`config.mk`:
```
export PLATFORM = sky130hd
export DESIGN_NAME = sound_gen_multi_flat
export DESIGN_NICKNAME = d
export VERILOG_FILES = /design/src/rtl/sound_gen_multi_if.sv /design/src/rtl/sound_gen_multi.sv /design/src/flat_wrapper.sv
export SDC_FILE = /design/constraint.sdc
export NUM_CORES = 1
export LEC_CHECK = 0
export ABC_AREA = 1
export CAP_MARGIN = 25
export CORE_MARGIN = 3
export CORE_UTILIZATION = 40
export CTS_BUF_LIST = sky130_fd_sc_hd__clkbuf_8
export DETAILED_ROUTE_END_ITERATION = 7
export PLACE_DENSITY = 0.56
export SYNTH_ARGS = -nofsm -noshare
export SYNTH_HDL_FRONTEND = slang
export SYNTH_SLANG_ARGS = --single-unit
```
`constraint.sdc`:
```
create_clock -name clk -period 5.7 [get_ports clk]
set_input_delay 1.14 -clock clk [delete_from_list [all_inputs] [get_ports clk]]
set_output_delay 1.14 -clock clk [all_outputs]
set_load 0.1 [all_outputs]
```
`src/rtl/sound_gen_multi_if.sv`:
```
// Strobe, configuration and stereo sample bundle between a controller and sound_gen_multi.
interface sound_gen_multi_if #(
    parameter int VOICES   = 4,
    parameter int SAMPLE_W = 16
);
    localparam int AW = (VOICES > 1) ? $clog2(VOICES) : 1;

    logic                       sample_strobe;
    logic                       cfg_we;
    logic [AW-1:0]              cfg_addr;
    logic [15:0]                cfg_data;
    logic signed [SAMPLE_W-1:0] left_sample;
    logic signed [SAMPLE_W-1:0] right_sample;
    logic                       sample_valid;
    logic                       busy;

    modport master (
        output sample_strobe, cfg_we, cfg_addr, cfg_data,
        input  left_sample, right_sample, sample_valid, busy
    );

    modport slave (
        input  sample_strobe, cfg_we, cfg_addr, cfg_data,
        output left_sample, right_sample, sample_valid, busy
    );
endinterface

```
`src/rtl/sound_gen_multi.sv`:
```
// Multi-voice tone generator: one voice per clock over a shared datapath,
// summed into saturated stereo samples on each sample strobe.
//   state | meaning
//   IDLE  | waiting for sample_strobe
//   RUN   | evaluating voice v_q, one per cycle
//   DONE  | saturating accumulators into the output registers
module sound_gen_multi #(
    parameter int VOICES   = 4,
    parameter int SAMPLE_W = 16,
    parameter int LFSR_W   = 21
) (
    input logic              clk,
    input logic              rst_n,
    sound_gen_multi_if.slave bus
);
    localparam int AW    = (VOICES > 1) ? $clog2(VOICES) : 1;
    localparam int ACC_W = SAMPLE_W + $clog2(VOICES) + 1;

    localparam logic signed [SAMPLE_W-1:0] POS_M   = {1'b0, {(SAMPLE_W-1){1'b1}}};
    localparam logic signed [SAMPLE_W-1:0] NEG_M   = -POS_M;
    localparam logic signed [ACC_W-1:0]    ACC_MAX = {{(ACC_W-SAMPLE_W){1'b0}}, POS_M};
    localparam logic signed [ACC_W-1:0]    ACC_MIN = ~ACC_MAX;

    typedef enum logic [1:0] {IDLE, RUN, DONE} state_t;

    function automatic logic [LFSR_W-1:0] ctrl_seed();
        logic [LFSR_W-1:0] s;
        for (int i = 0; i < LFSR_W; i++) s[i] = (((LFSR_W - 1 - i) % 2) == 0);
        return s;
    endfunction

    localparam logic [LFSR_W-1:0] CTRL_SEED  = ctrl_seed();
    localparam logic [LFSR_W-1:0] NOISE_SEED = LFSR_W'(8'h55);

    function automatic logic [LFSR_W-1:0] lfsr_step(input logic [LFSR_W-1:0] x);
        return {x[LFSR_W-2:0], x[LFSR_W-1] ^ x[LFSR_W-2]};
    endfunction

    function automatic logic signed [SAMPLE_W-1:0] saturate(input logic signed [ACC_W-1:0] a);
        if (a > ACC_MAX) return POS_M;
        if (a < ACC_MIN) return ~POS_M;
        return a[SAMPLE_W-1:0];
    endfunction

    state_t                     state_q, state_d;
    logic [31:0]                mc_q, mc_d;
    logic [LFSR_W-1:0]          noise_q, noise_d;
    logic [LFSR_W-1:0]          ctrl_q, ctrl_d;
    logic [AW-1:0]              v_q, v_d;
    logic signed [ACC_W-1:0]    acc_l_q, acc_l_d, acc_r_q, acc_r_d;
    logic signed [SAMPLE_W-1:0] left_q, left_d, right_q, right_d;
    logic                       valid_q, valid_d;
    logic [13:0]                cfg_q [VOICES];

    logic [13:0]                cfg_v;
    logic signed [31:0]         phase;
    logic [SAMPLE_W-1:0]        p, bb;
    logic signed [SAMPLE_W-1:0] raw, shaped;
    logic signed [ACC_W-1:0]    contrib;
    logic                       voice_on;
    logic                       unused_bits;

    assign cfg_v = cfg_q[v_q];
    // mc is read as signed so large rates sign-extend the phase
    assign phase    = $signed(mc_q) >>> cfg_v[12:8];
    assign p        = phase[SAMPLE_W-1:0];
    assign bb       = p & (p >> 8);
    assign shaped   = raw >>> cfg_v[7:5];
    assign contrib  = {{(ACC_W-SAMPLE_W){shaped[SAMPLE_W-1]}}, shaped};
    assign voice_on = cfg_v[2] && (!cfg_v[13] || ctrl_q[LFSR_W - 1 - 32'(v_q)]);

    assign unused_bits = ^{bus.cfg_data[15:14], phase[31:SAMPLE_W]};

    always_comb begin
        raw = NEG_M;
        unique case (cfg_v[1:0])
            2'd0: raw = {~p[SAMPLE_W-1], p[SAMPLE_W-2:0]};
            2'd1: raw = p[SAMPLE_W-1] ? POS_M : NEG_M;
            2'd2: raw = noise_q[LFSR_W-1] ? POS_M : NEG_M;
            default: raw = {~bb[SAMPLE_W-1], bb[SAMPLE_W-2:0]};
        endcase
    end

    always_comb begin
        state_d = state_q;
        mc_d    = mc_q;
        noise_d = noise_q;
        ctrl_d  = ctrl_q;
        v_d     = v_q;
        acc_l_d = acc_l_q;
        acc_r_d = acc_r_q;
        left_d  = left_q;
        right_d = right_q;
        valid_d = 1'b0;
        unique case (state_q)
            IDLE: begin
                if (bus.sample_strobe) begin
                    mc_d    = mc_q - 32'd1;
                    noise_d = lfsr_step(noise_q);
                    ctrl_d  = lfsr_step(ctrl_q);
                    acc_l_d = '0;
                    acc_r_d = '0;
                    v_d     = '0;
                    state_d = RUN;
                end
            end
            RUN: begin
                if (voice_on && cfg_v[3]) acc_l_d = acc_l_q + contrib;
                if (voice_on && cfg_v[4]) acc_r_d = acc_r_q + contrib;
                v_d = v_q + 1'b1;
                if (v_q == AW'(VOICES - 1)) state_d = DONE;
            end
            DONE: begin
                left_d  = saturate(acc_l_q);
                right_d = saturate(acc_r_q);
                valid_d = 1'b1;
                state_d = IDLE;
            end
            default: state_d = IDLE;
        endcase
    end

    always_ff @(posedge clk) begin
        if (!rst_n) begin
            state_q <= IDLE;
            mc_q    <= 32'hFFFE_53FF;
            noise_q <= NOISE_SEED;
            ctrl_q  <= CTRL_SEED;
            v_q     <= '0;
            acc_l_q <= '0;
            acc_r_q <= '0;
            left_q  <= '0;
            right_q <= '0;
            valid_q <= 1'b0;
            for (int i = 0; i < VOICES; i++) cfg_q[i] <= '0;
        end else begin
            state_q <= state_d;
            mc_q    <= mc_d;
            noise_q <= noise_d;
            ctrl_q  <= ctrl_d;
            v_q     <= v_d;
            acc_l_q <= acc_l_d;
            acc_r_q <= acc_r_d;
            left_q  <= left_d;
            right_q <= right_d;
            valid_q <= valid_d;
            if (bus.cfg_we && (32'(bus.cfg_addr) < 32'(VOICES)))
                cfg_q[bus.cfg_addr] <= bus.cfg_data[13:0];
        end
    end

    assign bus.left_sample  = left_q;
    assign bus.right_sample = right_q;
    assign bus.sample_valid = valid_q;
    assign bus.busy         = (state_q != IDLE);
endmodule

```
`src/flat_wrapper.sv`:
```
// flat-port wrapper written by rule: the top's interface ports become plain ports
module sound_gen_multi_flat 
#(
    parameter int VOICES   = 4,
    parameter int SAMPLE_W = 16,
    parameter int LFSR_W   = 21
)
  (clk, rst_n, bus_sample_strobe, bus_cfg_we, bus_cfg_addr, bus_cfg_data, bus_left_sample, bus_right_sample, bus_sample_valid, bus_busy);
  sound_gen_multi_if #(.VOICES(VOICES), .SAMPLE_W(SAMPLE_W)) bus_i ();
  input logic clk;
  input logic rst_n;
  input wire logic [$bits(bus_i.sample_strobe)-1:0] bus_sample_strobe;
  input wire logic [$bits(bus_i.cfg_we)-1:0] bus_cfg_we;
  input wire logic [$bits(bus_i.cfg_addr)-1:0] bus_cfg_addr;
  input wire logic [$bits(bus_i.cfg_data)-1:0] bus_cfg_data;
  output wire logic [$bits(bus_i.left_sample)-1:0] bus_left_sample;
  output wire logic [$bits(bus_i.right_sample)-1:0] bus_right_sample;
  output wire logic [$bits(bus_i.sample_valid)-1:0] bus_sample_valid;
  output wire logic [$bits(bus_i.busy)-1:0] bus_busy;
  assign bus_i.sample_strobe = bus_sample_strobe;
  assign bus_i.cfg_we = bus_cfg_we;
  assign bus_i.cfg_addr = bus_cfg_addr;
  assign bus_i.cfg_data = bus_cfg_data;
  assign bus_left_sample = bus_i.left_sample;
  assign bus_right_sample = bus_i.right_sample;
  assign bus_sample_valid = bus_i.sample_valid;
  assign bus_busy = bus_i.busy;
  sound_gen_multi #(.VOICES(VOICES), .SAMPLE_W(SAMPLE_W), .LFSR_W(LFSR_W)) u_core (.clk(clk), .rst_n(rst_n), .bus(bus_i));
endmodule
```
# Yosys cells after proc, flatten, opt, wreduce, memory -nomap -nowiden
# Memory sizes are Yosys's and may differ from the RTL's. A register that Yosys moved wholly into a read port is not among the register bits.
# Cells that the tools add are included.
# classes
addsub,5
multipliers,0
div,0
n_lt_le_gt_ge,5
n_eq_ne,9
shifts,2
muxes,43
n_bitwise,5
n_reduce_logical,15
# op_table
operator,n
$mux W16,10
$pmux W19 S2,2
$mux W19,3
$pmux W16 S3,1
$add A19 B16 Y19,2
$gt A19 B16 Y1 const B,2
$lt A19 B16 Y1 const B,2
$lt A32 B6 Y1 const B,1
$sshr A32 B5 Y16,1
$sub A32 B1 Y32 const B,1
$mux W1,17
$and A16 B8 Y16,1
$sshr A16 B3 Y16,1
$mux W14,1
$reduce_or A14 Y1,1
$mux W2,6
$pmux W2 S2,2
$eq A2 B2 Y1 const B,3
$ne A2 B1 Y1 const B,3
$reduce_and A2 Y1,3
$reduce_and A3 Y1,2
$sub A5 B2 Y6 const A,1
$bmux W1 S5,1
$eq A2 B1 Y1 const B,2
9 further kinds,15
# totals
register_bits,149
latch_bits,0
ramBits,56
rom_bits,0
in_bits,22
mem_count,1
# memory_table
name,words,width,rd,rd_clocked_by_memory_dff,write_ports,line,rtl
u_core.cfg_q,4,14,1,1,4,sound_gen_multi.sv:53,logic [13:0] cfg_q [VOICES];

# Logic depth before layout (Yosys ltp)
# depth
depth_word,8
ltp_mapped,35
mapped_depth_nobuf,34

# Worst setup path before layout
# Ideal clock, no wire load.
# synth_timing
path_type,register to register
from,reg with a tool-made name
to,reg u_core.acc_r_q[13]
setup_time_ns,0.070
arrival_time_ns,4.046
required_ns,5.630
path_slack_ns,1.584
stages_incl_launch_ff,29
period_less_slack_ns,4.116
cell_sequence,dfxtp_1 buf_6 buf_4 buf_2 nand2_1 a32oi_1 inv_1 ha_1 nand2_1 nand2_4 nand2_4 buf_6 nand3_1 nand2_1 nand2_1 nand3_1 nand2_1 ha_1 a21oi_1 nand2_1 nand3_1 nand2_1 a21boi_0 o21ai_0 a21boi_0 o21ai_0 a21oi_1 o21ai_0 a21oi_1
# synth_rtl
item,line,rtl
"end signal, assigned",sound_gen_multi.sv:143,acc_r_q <= acc_r_d;
"end, declared",sound_gen_multi.sv:50,"logic signed [ACC_W-1:0] acc_l_q, acc_l_d, acc_r_q, acc_r_d;"

==> flow_summary.toml <==
[run_status]
status = "finished, final reports clean"

[final_layout]
n_antenna_cell = 0
stdcell_area_um2 = 14300
fillers = 3233
finish.net_count = 1951
drive_gt1_frac = 0.0692
multi_input_area_um2 = 7100
synthToLayoutAreaGrowth_pct = 12.2
final_core_util = 0.462
regArea_um2 = 4700

[timing]
setup_tns_ps = 0
fin_crit_ps = 5040
rsz0062_at_grt = "false"
setup_ws_ps = 664
hold_viol = 0
setup_viol = 0
fmax_ghz = 0.199
clock_skew_ps = 22.3
worst_pin_slew_ps = 1000
slew_viol_final = 0
slew_headroom = 0.328
min_period_over_period = 0.884

[global_routing]
grtUsageTotal = 0.205
grt_pass1_wl_um = 57600
grt_overflow_total = 0
grt_max_degree = 83
grt_pass1_vias = 11583
antenna_found_initial = 0

[setup_path]
crit_end = "u_core.acc_r_q[16]$_SDFFE_PN0P_"
cp.buffers_inverters = 4
critical-path-top-delay-family = "simple AND/OR/NAND/NOR gates"
reg2reg_slack_ps = 660
worstSetupStartpointType = "flip-flop"
critPathCaptureType = "flip-flop"
worstSetupPathType = "reg2reg"
cp.arrival_ps = 5460
worst_ep_required_time_ps = 6120
crit_cells = 29
slowest_stage = "dfxtp_1"
reg2regPathDepth = 29
cp_max_fo = 24
crit_top_cell = "nand2_1"
max_stage_delay_ps = 510
timing.rr.end = "u_core.acc_r_q[16]$_SDFFE_PN0P_"

[synth]
synthTopCellsByCount = "nand2_1, nand3_1, nor2_1, a21oi_1, dfxtp_1"
synth.distinct_cells = 52
async_reset_ff_frac = 0
post-synth-top-count-cell = "nand2_1"
ys_seq_area_frac = 0.369
synth_edf_count = 56
synthTopCellsByArea = "dfxtp_1, edfxtp_1, nand2_1, nand3_1, a21oi_1"
syn_area_per_cell_um2 = 6.91
synth_warnings = 0
synth_largest_area_cell = "dfxtp_1"
synth_fp_nets = 1914
ys_ff_latch = 207
dominantRegCellSynth = "dfxtp_1"
yosysTopAreaCellShare = 0.237
synthCells = 1845
syn_area_um2 = 12800

[placement]
place_ws_ps = 669
routabilityCongestion = 0.896
dp_hpwl_um = 25200
port_buffers = 53
post_dp_cell_area_um2 = 13500

[cts]
hold_buffers = 0
cts_tree = "yes"
htree_levels = 2
cts_setup_buffers = 0
clock-sinks = 207
cts_resized = 0
clk_path_buf_depth = 3
clkLatencyLatePin_ps = 550
clockRootBuffer = "clkbuf_8"
numCtsBuffers = 40
clkSlewWorstSetupHoldPaths_ps = 60

[floorplanning]
coreArea_um2 = 31000
row_count = 64
io_pins = 56
start_util = 0.412
die_area_um2 = 34100
die_width_um = 185
die_h_um = 185

[flow_run]
drv_cap = 0

[pwr]
finalPower_uw = 4490
power_leakage_uw = 0.00625
ir_worst_vdd_v = 0.000186
powerDensity_nw_per_um2 = 313

[worst_hold_path]
hold_path_class = "reg2reg"

[detailed_routing]
totalWireLength_um = 35000
drc_errors = 0
vias = 12386
via_per_inst = 5.38
ant_nets = 0
drt_iter0_drc = 948
wire_per_inst_um = 15.2
dr.pass1.iters = 5
worst min-delay path by stage:
| stage | from | end | cells past startpoint |
|---|---|---|---|
| 4_1_cts | u_core.noise_q[5]$_SDFFE_PN0P_ | u_core.noise_q[6]$_SDFFE_PN1P_ | 2 |
| 2_1_floorplan | u_core.ctrl_q[9]$_SDFFE_PN0P_ | u_core.ctrl_q[10]$_SDFFE_PN1P_ | 2 |
| 3_5_place_dp | u_core.ctrl_q[1]$_SDFFE_PN0P_ | u_core.ctrl_q[2]$_SDFFE_PN1P_ | 2 |
| 3_3_place_gp | u_core.ctrl_q[11]$_SDFFE_PN0P_ | u_core.ctrl_q[12]$_SDFFE_PN1P_ | 2 |
| 5_1_grt | u_core.noise_q[5]$_SDFFE_PN0P_ | u_core.noise_q[6]$_SDFFE_PN1P_ | 2 |
| 6_report | u_core.ctrl_q[13]$_SDFFE_PN0P_ | u_core.ctrl_q[14]$_SDFFE_PN1P_ | 2 |
cells in the final DEF, fill, tap and decap left out, types with 5 or more instances in the layout:
master	n
o211ai_1	18
nand3_2	6
o21ai_0	143
clkdlybuf4s50_1	52
nor3_1	28
nand4_1	10
nand2_1	435
buf_4	31
nand3_1	310
inv_2	9
nand2_2	7
nor2_1	175
clkbuf_8	46
o21ai_1	9
o31ai_1	5
dfxtp_1	151
edfxtp_1	56
ha_1	45
a21oi_1	156
inv_1	133
nor4_1	7
flip-flops by register name, summed over array words and instances (netlist names), named ones only:
register and cells:
u_core.bus.right_sample 16, u_core.v_q 2, u_core.acc_l_q 19, u_core.ctrl_q 21, u_core.bus.sample_valid 1, u_core.noise_q 21
u_core.bus.left_sample 16, u_core.mc_q 32, u_core.state_q 2, u_core.acc_r_q 19, u_core.cfg_q 56
where the power goes:
group / internal [µW] / switching (µW) / total [µW]
registers: 1590 / 48.7 / 1640
clock network: 779 / 637 / 1420
logic: 455 / 971 / 1430
total: 2830 / 1660 / 4490
metrics by stage:
step           std cells  hold WS, ps
5_1_grt             2304          473
3_5_place_dp        2235          445
3_3_place_gp        2235          436
6_report            2304          452
4_1_cts             2303          458
2_1_floorplan       1845          430
worst reg2reg max path, delay by kind of cell, from the launching register on:
kind	cells	cell delay, ps
and+or+nand+nor	19	2030
buffers and inverters	4	890
AOI/OAI and AO/OA	4	800
adders and majority gates	2	690
DFF	1	510
layer usage:
metal,GRT usage,up-vias,wire (µm)
met5,0,-,0
li1,-,6380,-
met4,0.0565,0,755
met1,0.290,5667,17300
met2,0.328,280,15300
met3,0.0296,59,1640
logic make-up after synthesis:
family,share of synthesized area
buffers and inverters,0.0745
AOI/OAI and AO/OA,0.158
DFF,0.369
and+or+nand+nor,0.346
adders and majority gates,0.0473
xor gates and xnor gates,0.00481
cell type report:
class,instances,share of cell area
clock buffer,46,0.0442
clock inverter,22,0.00909
inverter,128,0.0339
multi-input combinational,1421,0.496
sequential,207,0.329
tap,396,0.0346
timing repair buffer,84,0.0530
No activity file was read; power rests on OpenSTA's default activity.
